## src/rtl/prog_loader.sv

```systemverilog
// Byte-stream program loader: parses SYNC/BASE/LEN/data/CHK frames, writes data
// bytes into memory and releases the CPU from reset once a frame checks good.
module prog_loader #(
    parameter int unsigned TIMEOUT = 255
) (
    input  logic       clk,
    input  logic       rstn,
    input  logic       in_valid,
    input  logic [7:0] in_data,
    output logic       in_ready,
    output logic       mem_we,
    output logic [7:0] mem_addr,
    output logic [7:0] mem_wdata,
    output logic       cpu_rstn,
    output logic       busy,
    output logic       done,
    output logic       err
);

    localparam int unsigned TW = (TIMEOUT > 1) ? $clog2(TIMEOUT) : 1;
    localparam logic [TW-1:0] IDLE_LAST = TW'(TIMEOUT - 1);
    localparam logic [7:0] SYNC = 8'hA5;

    typedef enum logic [2:0] {
        S_IDLE, S_ADDR, S_LEN, S_DATA, S_CHK, S_DONE, S_ERR
    } state_t;

    state_t        state, state_d;
    logic [7:0]    base, base_d;
    logic [7:0]    len, len_d;
    logic [7:0]    idx, idx_d;
    logic [7:0]    sum, sum_d;
    logic [TW-1:0] idle_cnt, idle_d;
    logic          mem_we_d;
    logic [7:0]    mem_addr_d, mem_wdata_d;
    logic          cpu_rstn_d, busy_d, done_d, err_d;
    logic          accept;

    assign accept = in_valid && in_ready;

    // State and output registers
    always_ff @(posedge clk) begin
        if (!rstn) begin
            state     <= S_IDLE;
            base      <= 8'h00;
            len       <= 8'h00;
            idx       <= 8'h00;
            sum       <= 8'h00;
            idle_cnt  <= '0;
            in_ready  <= 1'b0;
            mem_we    <= 1'b0;
            mem_addr  <= 8'h00;
            mem_wdata <= 8'h00;
            cpu_rstn  <= 1'b0;
            busy      <= 1'b0;
            done      <= 1'b0;
            err       <= 1'b0;
        end else begin
            state     <= state_d;
            base      <= base_d;
            len       <= len_d;
            idx       <= idx_d;
            sum       <= sum_d;
            idle_cnt  <= idle_d;
            in_ready  <= 1'b1;
            mem_we    <= mem_we_d;
            mem_addr  <= mem_addr_d;
            mem_wdata <= mem_wdata_d;
            cpu_rstn  <= cpu_rstn_d;
            busy      <= busy_d;
            done      <= done_d;
            err       <= err_d;
        end
    end

    // Frame parser: next state and next register values
    always_comb begin
        state_d     = state;
        base_d      = base;
        len_d       = len;
        idx_d       = idx;
        sum_d       = sum;
        idle_d      = idle_cnt;
        mem_we_d    = 1'b0;
        mem_addr_d  = mem_addr;
        mem_wdata_d = mem_wdata;
        cpu_rstn_d  = cpu_rstn;
        done_d      = done;
        err_d       = err;

        case (state)
            S_IDLE, S_DONE, S_ERR: begin
                if (accept && in_data == SYNC) begin
                    state_d    = S_ADDR;
                    done_d     = 1'b0;
                    err_d      = 1'b0;
                    cpu_rstn_d = 1'b0;
                    sum_d      = 8'h00;
                    idx_d      = 8'h00;
                    idle_d     = '0;
                end
            end
            default: begin
                if (accept) begin
                    idle_d = '0;
                    case (state)
                        S_ADDR: begin
                            base_d  = in_data;
                            sum_d   = in_data;
                            state_d = S_LEN;
                        end
                        S_LEN: begin
                            len_d   = in_data;
                            sum_d   = 8'(sum + in_data);
                            state_d = S_DATA;
                        end
                        S_DATA: begin
                            mem_we_d    = 1'b1;
                            mem_addr_d  = 8'(base + idx);
                            mem_wdata_d = in_data;
                            sum_d       = 8'(sum + in_data);
                            idx_d       = 8'(idx + 8'd1);
                            // LEN of 0 wraps to 0xFF here, giving 256 bytes
                            if (idx == 8'(len - 8'd1)) state_d = S_CHK;
                        end
                        default: begin
                            if (8'(sum + in_data) == 8'h00) begin
                                state_d    = S_DONE;
                                done_d     = 1'b1;
                                cpu_rstn_d = 1'b1;
                            end else begin
                                state_d = S_ERR;
                                err_d   = 1'b1;
                            end
                        end
                    endcase
                end else if (!in_valid) begin
                    if (idle_cnt >= IDLE_LAST) begin
                        state_d    = S_ERR;
                        err_d      = 1'b1;
                        cpu_rstn_d = 1'b0;
                        idle_d     = '0;
                    end else begin
                        idle_d = TW'(idle_cnt + TW'(1));
                    end
                end
            end
        endcase

        busy_d = (state_d == S_ADDR) || (state_d == S_LEN) ||
                 (state_d == S_DATA) || (state_d == S_CHK);
    end

endmodule

```

## config.mk

```make
export PLATFORM = sky130hd
export DESIGN_NAME = prog_loader
export DESIGN_NICKNAME = d
export VERILOG_FILES = /design/src/rtl/prog_loader.sv
export SDC_FILE = /design/constraint.sdc
export NUM_CORES = 1
export LEC_CHECK = 0
export BUFFER_PORTS_ARGS = -buffer_cell sky130_fd_sc_hd__buf_2
export CAP_MARGIN = 5
export CORE_MARGIN = 8
export CORE_UTILIZATION = 35
export DETAILED_ROUTE_END_ITERATION = 8
export PLACE_DENSITY = 0.58
export SKIP_LAST_GASP = 1
export SLEW_MARGIN = 10
export SYNTH_ARGS = -nofsm -noshare
export SYNTH_HDL_FRONTEND = slang
export SYNTH_SLANG_ARGS = --single-unit
```

## constraint.sdc

```tcl
create_clock -name clk -period 5.02 [get_ports clk]
set_input_delay 1.004 -clock clk [delete_from_list [all_inputs] [get_ports clk]]
set_output_delay 1.004 -clock clk [all_outputs]
set_load 0.01 [all_outputs]
```

==> results by stage, run 1 <==
Synthesis:
- After synthesis the cells add up to about 3500 um2.
- The number of synthesized flops with an enable pin is 0.
- Yosys printed 0 warnings.
- In this run, distinct cell masters in the synthesized netlist total 55.
- In this run the mean area of a mapped cell was 8.36 um2.
- After synthesis the netlist holds a flip-flop and latch count of 65.
- Summing the sequential cell areas from Yosys gives 36.8% of the chip area.
- In the synthesized netlist the async set-or-reset flop fraction comes to 0%.
- The cell count after synthesis came out at 423.
- The prevailing post-synth register cell is sky130_fd_sc_hd__dfxtp_1.
- When the netlist entered floorplanning its net count stood at approximately 450.

Final layout:
- In the layout the commonest cells are sky130_fd_sc_hd__dfxtp_1 (65), sky130_fd_sc_hd__nand2_1 (55), sky130_fd_sc_hd__nor2_1 (51), sky130_fd_sc_hd__a21oi_1 (40), sky130_fd_sc_hd__buf_2 (32).
- The count of inserted antenna diode cells is 0.
- Cells with a size suffix above 1 make up 13.7% of the layout.
- The count of non-filler cells in the finished layout is 585.
- The final net count is 478.
- The library cell used most frequently in the layout, excluding fill and tap cells, is sky130_fd_sc_hd__dfxtp_1.
- The area growth from synthesis to layout is 12.8%.

Route:
- The uppermost metal layer occupied by signal nets is met4.
- The met1 layer wirelength in the final routing is about 4300 um.
- Dividing the detail-routed wire length by the instance count gives roughly 15 um.
- The count of TritonRoute iterations in the first routing pass is 4.
- The routed via count is around 3000.
- The routed design uses 370 um of met3 wire.
- The remaining antenna violation count after routing is 0.
- The sum of routed wire length over all layers is 8530 um.
- Using the TritonRoute via totals, the vias-per-cell ratio works out to 5.07.
- The routed length on met2 is 3750 um.
- The number of DRC markers after the initial detailed-route iteration is 145.
- For this run, design rule violations remaining after detail routing come to 0.

Timing:
- Derived from the worst setup path, the maximum achievable clock frequency is between 300 and 400 MHz.
- The post-layout worst setup margin is 2.16 ns.
- The worst-margin pin slew is 0.888 ns.
- After layout, the minimum clock period comes to between 2 and 3 ns.
- After routing, the total negative slack on setup checks comes to 0 ns.
- Headroom to the max-slew limit came out at about 41%.
- The number of max-slew violations in the final report was 0.
- Setup repair after global routing left no endpoint under its margin.
- The hold violation total from the final report is 0.
- After layout, the worst path uses 56.9% of the clock period.
- The clock arrives with between 0.01 and 0.015 ns of skew.
- The count of endpoints failing setup in the final report is 0.
- Final hold analysis gives a worst-case slack of approximately 0.46 ns.

Global route:
- After global routing the overflow that remains totals 0.
- The number of global-route vias before repair is 2873.
- In the global route stage, overall resource usage came out at between 10% and 20%.
- The pin count of the biggest net entering global routing is 43.
- The first global-routing pass estimated 14200 um of wire.
- The initial antenna violation count is 0.

Critical path:
- The endpoint required time on the critical path is between 5 and 6 ns.
- The reg2reg setup slack is 2.16 ns.
- The setup path with the least slack is of type flip-flop to flip-flop.
- The kind of capture point of the worst setup path is a flip-flop.
- The termination of the worst setup path is idx[7]$_SDFFE_PN0P_.
- Along the worst path, the maximum fanout reaches 23.
- The worst reg2reg path depth is 5.
- The worst endpoint data arrival time is approximately 3.1 ns.
- The worst flop-to-flop path endpoint is idx[7]$_SDFFE_PN0P_.
- In this run the critical register-to-register path is launched from state[1]$_SDFF_PN0_.
- The launching element type of the critical path is a flip-flop.
- The critical path starts at state[1]$_SDFF_PN0_.

Clock network:
- The register clock-pin slew on the reported worst setup and hold paths is 0.09 ns.
- The clock tree synthesis step divided the H-tree into 3 levels.
- Post-CTS repair changed the size of 0 cells.
- The cell chosen for the clock root is sky130_fd_sc_hd__clkbuf_8.
- The number of hold buffers added after CTS was 0.
- Buffers added to address setup during post-CTS repair amount to 0.
- The clock insertion delay at the later pin of the skew report is 0.35 ns.
- TritonCTS built the clock tree.
- Clock tree synthesis inserted a total of 9 buffers.
- The maximum count of clock buffers along a single path is 2.
- The clock sink count is 65.

Die:
- The core box area is 9770 um2.
- The number of core rows is 36.
- The die is 117 um tall.
- The die outline width is about 120 um.
- The initial utilization of the core area, before any placement, comes to approximately 36%.
- The floorplan step defined a die boundary enclosing roughly 14000 um2.
- In this run the count of I/O pins placed on the die edge is 33.

Power and ir drop:
- The post-route total power is slightly above 1 mW.
- The analysis attributes to cell leakage a power of 1.64 nW.
- The largest voltage drop on the vdd net is approximately 0.14 mV.
- The power density over the cells is 256 nW/um2.

Flow run:
- Max-cap violations in this run came to 0.

Min path:
- The worst hold path belongs to the class flip-flop to flip-flop.

Place:
- The number of I/O port buffers is 32.
- The placement-stage worst setup slack is 1.90 ns.
- The number of placed instances with taps included is 569.
- After legalization and detailed placement, the total HPWL measured 6140 um.
- The weighted congestion reported at the end of routability-driven placement is 0.836.

Status:
- The flow ran to the end, and the final reports show no timing, DRC or antenna violations.
==> cells by family (layout without fill, tap and decap cells) <==
logic type      Yosys count  after routing  synth area share, %
simple gates            161            161                 21.3
compound gates           87             87                 15.0
flops                    65             65                 36.8
xor+xnor                 35             35                 9.27
buf+inv                  35             64                 4.32
fa+ha+maj                20             20                 7.50
mux                      20             20                 5.84
==> metal layers <==
metal | up-vias | track usage [%]
li1 | 1511 | -
met1 | 1405 | 17.6
met2 | 42 | 20.2
met3 | 7 | 4.24
met4 | 0 | 3.50
met5 | - | 0
==> worst min-delay path by stage <==
| stage | endpoint | slack (ns) | cells after the start | startpoint |
|---|---|---|---|---|
| 6_report | mem_wdata[7]$_SDFFE_PN0P_ | 0.46 | 2 | mem_wdata[7]$_SDFFE_PN0P_ |
| 4_1_cts | mem_wdata[0]$_SDFFE_PN0P_ | 0.46 | 2 | mem_wdata[0]$_SDFFE_PN0P_ |
| 2_1_floorplan | idle_cnt[7]$_SDFFE_PN0P_ | 0.44 | 2 | idle_cnt[7]$_SDFFE_PN0P_ |
| 5_1_grt | mem_wdata[4]$_SDFFE_PN0P_ | 0.48 | 2 | mem_wdata[4]$_SDFFE_PN0P_ |
| 3_3_place_gp | mem_addr[5]$_SDFFE_PN0P_ | 0.44 | 2 | mem_addr[5]$_SDFFE_PN0P_ |
| 3_5_place_dp | mem_addr[5]$_SDFFE_PN0P_ | 0.44 | 2 | mem_addr[5]$_SDFFE_PN0P_ |
==> power by group <==
group	switching, mW	internal (mW)	leakage [nW]
Clock	0.233	0.234	0.0966
Combinational	0.0274	0.0117	1.02
Sequential	0.000569	0.516	0.524
Total	0.260	0.761	1.64
==> worst max-delay path, cell delays in order, from the launching register on <==
cell and delay (ns):
sky130_fd_sc_hd__dfxtp_1 0.62, sky130_fd_sc_hd__nor2b_1 0.54, sky130_fd_sc_hd__and3_1 0.78, sky130_fd_sc_hd__o2111ai_1 0.31, sky130_fd_sc_hd__or3_1 0.41, sky130_fd_sc_hd__a21oi_1 0.14
==> synthesized netlist by cell type (2+ instances only) <==
cell | instances | area, um2
sky130_fd_sc_hd__nor4_2 | 3 | 37.5
sky130_fd_sc_hd__xor2_1 | 21 | 184
sky130_fd_sc_hd__nand4_1 | 2 | 12.5
sky130_fd_sc_hd__mux2i_1 | 17 | 170
sky130_fd_sc_hd__and3_1 | 6 | 37.5
sky130_fd_sc_hd__and2_1 | 2 | 12.5
sky130_fd_sc_hd__fa_1 | 2 | 40.0
sky130_fd_sc_hd__ha_1 | 18 | 225
sky130_fd_sc_hd__xnor2_1 | 12 | 105
sky130_fd_sc_hd__a32oi_1 | 2 | 17.5
sky130_fd_sc_hd__clkbuf_1 | 10 | 37.5
sky130_fd_sc_hd__a21o_1 | 3 | 22.5
sky130_fd_sc_hd__nor2_1 | 51 | 191
sky130_fd_sc_hd__o21bai_1 | 3 | 22.5
sky130_fd_sc_hd__a211oi_1 | 4 | 30.0
sky130_fd_sc_hd__nor2b_1 | 3 | 18.8
sky130_fd_sc_hd__o2111ai_1 | 3 | 26.3
sky130_fd_sc_hd__nand2_1 | 55 | 206
sky130_fd_sc_hd__nor3_1 | 12 | 60.1
sky130_fd_sc_hd__inv_1 | 14 | 52.6
sky130_fd_sc_hd__nand3_1 | 14 | 70.1
sky130_fd_sc_hd__buf_2 | 8 | 40.0
sky130_fd_sc_hd__and4_1 | 2 | 17.5
sky130_fd_sc_hd__or3_1 | 3 | 18.8
sky130_fd_sc_hd__a31oi_1 | 4 | 25.0
sky130_fd_sc_hd__o21a_1 | 3 | 22.5
sky130_fd_sc_hd__a21oi_1 | 40 | 200
sky130_fd_sc_hd__nand3b_1 | 2 | 15.0
sky130_fd_sc_hd__o21ai_0 | 14 | 70.1
sky130_fd_sc_hd__dfxtp_1 | 65 | 1300
==> flip-flops by register name, summed over array words and instances, names as in the netlist <==
signal,count
idx,8
mem_wdata,8
in_ready,1
state,3
len,8
mem_addr,8
idle_cnt,8
err,1
base,8
busy,1
mem_we,1
sum,8
done,1
cpu_rstn,1
==> final cells by class <==
| cell class | count | area [um2] |
|---|---|---|
| clock buffers | 9 | 124 |
| clock inverters | 7 | 76.3 |
| fillers | 1056 | 5780 |
| inverters | 15 | 56.3 |
| multi-input cells | 323 | 2100 |
| flip-flops and latches | 65 | 1300 |
| well taps | 133 | 166 |
| repair buffers | 33 | 168 |
==> per-stage QoR <==
stage                     utilization, %  instance area (um2)
after floorplan                        -                 3540
after global placement              38.8                 3790
after detailed placement            38.8                 3790
after CTS                           40.8                 3990
after global routing                40.8                 3990
final                               40.8                 3990
No activity file was read; power rests on OpenSTA's default activity.
==> run 2, diff against run 1 <==
==> constraint.sdc (replaced) <==
create_clock -name clk -period 2.7 [get_ports clk]
set_input_delay 0.54 -clock clk [delete_from_list [all_inputs] [get_ports clk]]
set_output_delay 0.54 -clock clk [all_outputs]
set_load 0.01 [all_outputs]
==> run 2 against run 1 <==
Effect of this change: via count fell by 0.47%; clock-buffer cell count is 1 higher; global-route usage rose by 0.21 points; sequential cell count is the same; first-iteration DRC count increased by 61%; die area unchanged; clock power grew 88%.
==> results by stage, run 2 (synthesized netlist as in run 1, its figures left out) <==
Status:
- Outcome: finished clean (unchanged).

Timing:
- The share of the clock period used by the worst path came to 89.5% (was 56.9%).
- The post-layout worst setup margin was 0.284 ns (was 2.16 ns).
- The number of max-slew violations in the final report is 0 (unchanged).
- The setup total negative slack is 0 ns (unchanged).
- The worst-margin pin slew is 0.751 ns (was 0.888 ns).
- The shortest clock period the worst path allows after layout is 2.42 ns (was 2.86 ns).
- The achievable clock frequency was 414 MHz (was 350 MHz).
- The worst slew margin relative to its limit is 49.6% (was 40.6%).
- The count of endpoints failing setup in the final report was 0 (unchanged).
- Unrepaired setup endpoints after global routing: no (unchanged).
- The clock skew after layout was 0.0149 ns (was 0.0112 ns).
- The hold violation total from the final report is 0 (unchanged).

Critical path:
- The launching point of the worst reg2reg path was len[0]$_SDFFE_PN0P_ (was state[1]$_SDFF_PN0_).
- The endpoint required time on the critical path is 2.92 ns (was 5.31 ns).
- The timing startpoint of the critical path is len[0]$_SDFFE_PN0P_ (was state[1]$_SDFF_PN0_).
- The maximum fanout along the worst path was 5 (was 23).
- The worst endpoint data arrival time was 2.64 ns (was 3.14 ns).
- The kind of capture point of the worst setup path was a flip-flop (unchanged).
- The kind of critical path is flip-flop to flip-flop (unchanged).
- The launching element type of the critical path is a flip-flop (unchanged).

Die:
- The chip height is 117 um (unchanged).
- The floorplan die area is 13600 um2 (unchanged).
- The core box area is 9770 um2 (unchanged).
- The starting utilization of the core area is 36.2% (unchanged).
- The die outline width was 117 um (unchanged).
- The I/O pin total is 33 (unchanged).
- The number of core rows is 36 (unchanged).

Clock network:
- The number of gates resized after CTS is 0 (unchanged).
- The clock sink count is 65 (unchanged).
- The buffer count from post-CTS setup fixing is 0 (unchanged).
- The number of levels the H-tree was split into is 3 (unchanged).
- The number of CTS-inserted buffers is 9 (unchanged).
- The clock insertion delay at the later pin of the skew report is 0.34 ns (was 0.35 ns).
- The register clock-pin slew on the reported worst setup and hold paths is 0.08 ns (was 0.09 ns).
- The maximum count of clock buffers along a single path is 2 (unchanged).
- The number of buffers inserted by hold repair at cts is 0 (unchanged).
- The TritonCTS clock tree is built (unchanged).
- The cell chosen for the clock root is sky130_fd_sc_hd__clkbuf_8 (unchanged).

Route:
- The average wire per standard cell is 14.4 um (was 14.6 um).
- The count of TritonRoute iterations in the first routing pass is 4 (unchanged).
- The number of DRC markers after the initial detailed-route iteration is 234 (was 145).
- The remaining antenna violation count after routing is 0 (unchanged).
- The sum of routed wire length over all layers was 8600 um (was 8530 um).
- The post-detailed-route DRC marker count is 0 (unchanged).
- The via-per-instance ratio came to 4.94 (was 5.07).
- The routed via count is 2951 (was 2965).

Power and ir drop:
- The fraction of power consumed by the clock network was 45.7% (was 45.6%).
- The largest voltage drop on the vdd net was 0.317 mV (was 0.137 mV).
- The power density over the cells is 468 nW/um2 (was 256 nW/um2).
- The sequential share of power is 50.1% (was 50.5%).
- The net switching share of the total power is 24.4% (was 25.5%).
- The static leakage is 1.72 nW (was 1.64 nW).
- The total net switching power is 467 uW (was 260 uW).
- The design internal power was 1.45 mW (was 761 uW).
- The combinational fraction of design power is 4.2% (was 3.8%).

Min path:
- The start point of the worst min-delay path is mem_wdata[7]$_SDFFE_PN0P_ (unchanged).
- The class of the most critical hold timing path is flip-flop to flip-flop (unchanged).

Final layout:
- The final net count came to 490 (was 478).
- The ratio of cells with drive above 1 in the final layout is 15.9% (was 13.7%).
- The fill cell instance count of the final layout is 1009 (was 1056).
- The post-route cell area came to 4100 um2 (was 3990 um2).
- The area growth from synthesis to final layout is 15.8% (was 12.8%).
- The most common cell after layout, fill and taps aside is sky130_fd_sc_hd__dfxtp_1 (unchanged).
- Leading cell types in the layout, fill and taps excluded: sky130_fd_sc_hd__dfxtp_1 (65), sky130_fd_sc_hd__nand2_1 (55), sky130_fd_sc_hd__nor2_1 (51), sky130_fd_sc_hd__a21oi_1 (40), sky130_fd_sc_hd__buf_2 (32) (unchanged).
- The count of inserted antenna diode cells is 0 (unchanged).

Global route:
- The initial antenna violation count is 0 (unchanged).
- The global-route wire length before repair is 14500 um (was 14200 um).
- The met3 layer usage reported by global route was 3.41% (was 4.24%).
- The sum of overflow across all layers after global routing was 0 (unchanged).
- The global-route met1 utilization came to 18.4% (was 17.6%).
- The global routing met2 resource utilization is 20.2% (about the same).
- The number of global-route vias before repair is 2921 (was 2873).
- The pin count of the biggest net entering global routing is 43 (unchanged).
- The most heavily used metal layer in global routing is met2 (unchanged).
- The overall routing resource usage is 13.5% (was 13.2%).

Flow run:
- The max-cap check violation count is 0 (unchanged).

Place:
- The detailed placer's ending HPWL is 6200 um (was 6140 um).
- The placement-stage worst setup slack is 0.0621 ns (was 1.90 ns).
- The weighted congestion reported at the end of routability-driven placement is 0.849 (was 0.836).
- The number of I/O port buffers is 32 (unchanged).
- The post-detailed-placement cell area came to 3880 um2 (was 3790 um2).
==> run 2: cell count changes in the layout (fill, tap and decap cells not counted), sizes merged <==
| cell | delta |
|---|---|
| buf | +12 |
| clkinv | +2 |
| clkbuf | +1 |
| clkinvlp | -2 |
| inv | -1 |
==> run 2: worst paths after layout <==
kind                                    end  slack, ns  depth (start not counted)
hold reg to reg   mem_wdata[7]$_SDFFE_PN0P_       0.45                          2
setup / recovery            busy$_SDFF_PN0_       0.28                          8
hold / removal    mem_wdata[7]$_SDFFE_PN0P_       0.45                          2
setup reg to reg            busy$_SDFF_PN0_       0.28                          8
==> run 2: stage by stage <==
stage                     cells  power [mW]  hold WS, ns  util [%]
final                       597        1.92        0.455      41.9
after global routing        597        1.99        0.470      41.9
after CTS                   597        1.94        0.456      41.9
after detailed placement    581        1.06        0.442      39.7
after global placement      581        1.06        0.438      39.7
after floorplan             423        1.02        0.437         -
==> run 2: area by class of cell <==
type	instances	area, um2	area share, %
multi-input combinational	323	2090	51.0
inverter	15	56.3	1.37
tap	133	166	4.06
clock inverter	6	73.8	1.80
sequential	65	1300	31.8
timing repair buffer	45	270	6.60
clock buffer	10	138	3.36
==> run 2: metal layers <==
layer	part of all wire (%)	wire length, um
met5	0	0
met1	50	4280
met2	43	3730
met3	5.5	472
met4	1.4	121
==> run 2: power groups by stage <==
stage / logic [mW] / clock network [mW] / registers [mW]
2_1_floorplan: 0.0406 / 0 / 0.983
3_3_place_gp: 0.0789 / 0 / 0.982
3_5_place_dp: 0.0790 / 0 / 0.982
4_1_cts: 0.0797 / 0.900 / 0.960
5_1_grt: 0.0879 / 0.938 / 0.960
6_report: 0.0797 / 0.877 / 0.960
==> run 2: worst max-delay path, stage by stage, from the launching register on <==
cell                      delay [ns]
sky130_fd_sc_hd__dfxtp_1        0.43
sky130_fd_sc_hd__inv_1          0.09
sky130_fd_sc_hd__ha_1           0.31
sky130_fd_sc_hd__xor2_1         0.14
sky130_fd_sc_hd__nand3_1        0.11
sky130_fd_sc_hd__nor4_2         0.32
sky130_fd_sc_hd__a31oi_1        0.24
sky130_fd_sc_hd__nor4_2         0.32
sky130_fd_sc_hd__mux2_1         0.34
==> run 3, diff against run 2 <==
--- a/config.mk
+++ b/config.mk
@@ -9,6 +9,7 @@
 export CAP_MARGIN = 5
 export CORE_MARGIN = 8
 export CORE_UTILIZATION = 35
+export CTS_CLUSTER_SIZE = 24
 export DETAILED_ROUTE_END_ITERATION = 8
 export PLACE_DENSITY = 0.58
 export SKIP_LAST_GASP = 1
==> constraint.sdc (replaced) <==
create_clock -name clk -period 2.47 [get_ports clk]
set_input_delay 0.494 -clock clk [delete_from_list [all_inputs] [get_ports clk]]
set_output_delay 0.494 -clock clk [all_outputs]
set_load 0.01 [all_outputs]
==> run 3 against run 2 <==
Effect of this change: power grew 9.6%; setup slack lost 0.20 ns; clock power grew 9.5%; hold slack lost 0.042 ns; combinational power grew 15%; sequential share of layout area shrank 0.60 points; routed wire length grew 2.4%; core utilization grew 0.81 points; via count grew 2.7%; design area grew 1.9%; fmax grew 1.4%; clock-buffer cell count shrank 1; largest power group unchanged; highest routed layer unchanged.
==> results by stage, run 3 (synthesized netlist as in run 1, its figures left out) <==
Critical path:
- The kind of capture point of the worst setup path is a flip-flop (unchanged).
- The buffering stage count on the worst path with inverters included is 1 (unchanged).
- The maximum fanout along the worst path is 4 (was 5).
- The worst endpoint data arrival time is 2.61 ns (was 2.64 ns).
- The cell repeated most along the worst path is sky130_fd_sc_hd__nor4_2 (unchanged).
- Cell-by-cell trace of the critical path: inv_1 -> ha_1 -> xor2_1 -> nand3_1 -> nor4_2 -> a31oi_1 -> nor4_2 -> mux2_1 (unchanged).
- The standard cell with the maximum stage delay on the critical path is sky130_fd_sc_hd__dfxtp_1 (unchanged).
- The kind of cell adding the most delay to the critical path is simple AND/OR/NAND/NOR gates (unchanged).
- The critical path's largest stage delay was 0.40 ns (was 0.43 ns).
- The endpoint required time on the critical path came to 2.70 ns (was 2.92 ns).
- The launching element type of the critical path is a flip-flop (unchanged).
- The kind of critical path is flip-flop to flip-flop (unchanged).

Global route:
- The number of global-route vias before repair is 2991 (was 2921).
- The overall routing resource usage is 13.9% (was 13.5%).
- The sum of overflow across all layers after global routing was 0 (unchanged).
- The global-route wire length before repair came to 14800 um (was 14500 um).
- The initial antenna violation count is 0 (unchanged).
- The pin count of the biggest net entering global routing is 43 (unchanged).

Power and ir drop:
- The power density over the cells was 503 nW/um2 (was 468 nW/um2).
- The total net switching power is 534 uW (was 467 uW).
- The fraction of power consumed by the clock network was 45.7% (about the same).
- The net switching share of the total power is 25.4% (was 24.4%).
- The static leakage is 1.77 nW (was 1.72 nW).
- The post-route total power was 2.10 mW (was 1.92 mW).
- The combinational fraction of design power is 4.4% (was 4.2%).
- The largest voltage drop on the vdd net is 0.314 mV (was 0.317 mV).
- The design internal power is 1.57 mW (was 1.45 mW).
- The sequential share of power is 50.0% (was 50.1%).

Timing:
- The tightest hold margin came to 0.413 ns (was 0.455 ns).
- The setup total negative slack is 0 ns (unchanged).
- The number of max-slew violations in the final report is 0 (unchanged).
- The share of the clock period used by the worst path is 96.4% (was 89.5%).
- The count of endpoints failing setup in the final report is 0 (unchanged).
- The worst slew margin relative to its limit is 55.9% (was 49.6%).
- The worst-margin pin slew is 0.656 ns (was 0.751 ns).
- Unrepaired setup endpoints after global routing: no (unchanged).
- The hold violation total from the final report is 0 (unchanged).
- The clock skew after layout came to 0.0131 ns (was 0.0149 ns).
- The shortest clock period the worst path allows after layout is 2.38 ns (was 2.42 ns).
- The achievable clock frequency was 420 MHz (was 414 MHz).

Die:
- The number of core rows is 36 (unchanged).
- The starting utilization of the core area is 36.2% (unchanged).
- The die outline width is 117 um (unchanged).
- The chip height came to 117 um (unchanged).
- The floorplan die area was 13600 um2 (unchanged).
- The I/O pin total is 33 (unchanged).
- The core box area is 9770 um2 (unchanged).

Status:
- Outcome: finished clean (unchanged).

Clock network:
- The maximum count of clock buffers along a single path was 2 (unchanged).
- The number of CTS-inserted buffers is 9 (unchanged).
- The cell chosen for the clock root is sky130_fd_sc_hd__clkbuf_8 (unchanged).
- The clock sink count is 65 (unchanged).
- The clock insertion delay at the later pin of the skew report is 0.35 ns (was 0.34 ns).
- The TritonCTS clock tree is built (unchanged).
- The buffer count from post-CTS setup fixing is 0 (unchanged).
- The number of levels the H-tree was split into is 3 (unchanged).
- The number of buffers inserted by hold repair at cts is 0 (unchanged).
- The register clock-pin slew on the reported worst setup and hold paths came to 0.08 ns (about the same).
- The number of gates resized after CTS is 0 (unchanged).

Final layout:
- The footprint of the flip-flops and latches is 1300 um2 (unchanged).
- The count of inserted antenna diode cells is 0 (unchanged).
- The area growth from synthesis to final layout is 18.0% (was 15.8%).
- The share of the core filled with cells in the final layout is 42.7% (was 41.9%).
- The ratio of cells with drive above 1 in the final layout was 17.9% (was 15.9%).
- The area of combinational cells with multiple inputs is 2090 um2 (unchanged).
- The most common cell after layout, fill and taps aside is sky130_fd_sc_hd__dfxtp_1 (unchanged).
- The fill cell instance count of the final layout came to 1009 (unchanged).
- The final net count was 501 (was 490).
- Leading cell types in the layout, fill and taps excluded: sky130_fd_sc_hd__dfxtp_1 (65), sky130_fd_sc_hd__nand2_1 (55), sky130_fd_sc_hd__nor2_1 (51), sky130_fd_sc_hd__a21oi_1 (40), sky130_fd_sc_hd__buf_2 (32) (unchanged).

Place:
- The number of I/O port buffers was 32 (unchanged).
- The weighted congestion reported at the end of routability-driven placement is 0.897 (was 0.849).
- The detailed placer's ending HPWL is 6480 um (was 6200 um).

Route:
- The count of TritonRoute iterations in the first routing pass came to 4 (unchanged).
- The average wire per standard cell came to 14.5 um (was 14.4 um).
- The sum of routed wire length over all layers is 8800 um (was 8600 um).
- The routed via count is 3032 (was 2951).
- The remaining antenna violation count after routing is 0 (unchanged).
- The post-detailed-route DRC marker count was 0 (unchanged).
- The via-per-instance ratio is 4.99 (was 4.94).
- The number of DRC markers after the initial detailed-route iteration was 199 (was 234).

Flow run:
- The max-cap check violation count is 0 (unchanged).

Min path:
- The class of the most critical hold timing path is primary input to flip-flop (was flip-flop to flip-flop).
-- run 3: cell types whose count changed in the layout (fill, tap and decap cells not counted), sizes merged --
cell	previous run	this run
buf	45	56
clkinv	4	2
inv	16	18
clkbuf	10	9
clkinvlp	0	1
-- run 3: final timing paths --
kind	slack, ns	to	start	cells after the start
max	0.09	busy$_SDFF_PN0_	len[1]$_SDFFE_PN0P_	8
min	0.41	in_ready$_DFF_P_	rstn	1
min reg2reg	0.45	cpu_rstn$_SDFFE_PN0P_	cpu_rstn$_SDFFE_PN0P_	2
max reg2reg	0.09	busy$_SDFF_PN0_	len[1]$_SDFFE_PN0P_	8
-- run 3: layout make-up --
| cell class | count | area share (%) |
|---|---|---|
| clock buffers | 9 | 2.97 |
| multi-input cells | 323 | 50.1 |
| inverters | 15 | 1.35 |
| flip-flops and latches | 65 | 31.2 |
| repair buffers | 56 | 8.45 |
| clock inverters | 7 | 2.01 |
| well taps | 133 | 3.99 |
-- run 3: layer usage --
metal  up-vias  share of wire, %  track usage, %
met5         -                 0               0
met4         0               1.1            3.84
met3        12               4.3            4.40
met2        42                45            21.4
met1      1427                50            18.3
li1       1551                 -               -
-- run 3: per-stage QoR --
stage / instances / instance area [um2] / worst slack [ns]
4_1_cts: 608 / 4170 / 0.0874
6_report: 608 / 4170 / 0.0882
5_1_grt: 608 / 4170 / 0.00309
3_5_place_dp: 592 / 3970 / -0.0627
2_1_floorplan: 423 / 3540 / 0.201
3_3_place_gp: 592 / 3970 / -0.0123
-- run 3: power by group through the flow --
stage,Clock (mW),Combinational (mW),Sequential [mW]
after floorplan,0,0.0444,1.07
after global placement,0,0.0906,1.07
after detailed placement,0,0.0906,1.07
after CTS,0.984,0.0909,1.05
after global routing,1.03,0.101,1.05
final,0.960,0.0915,1.05
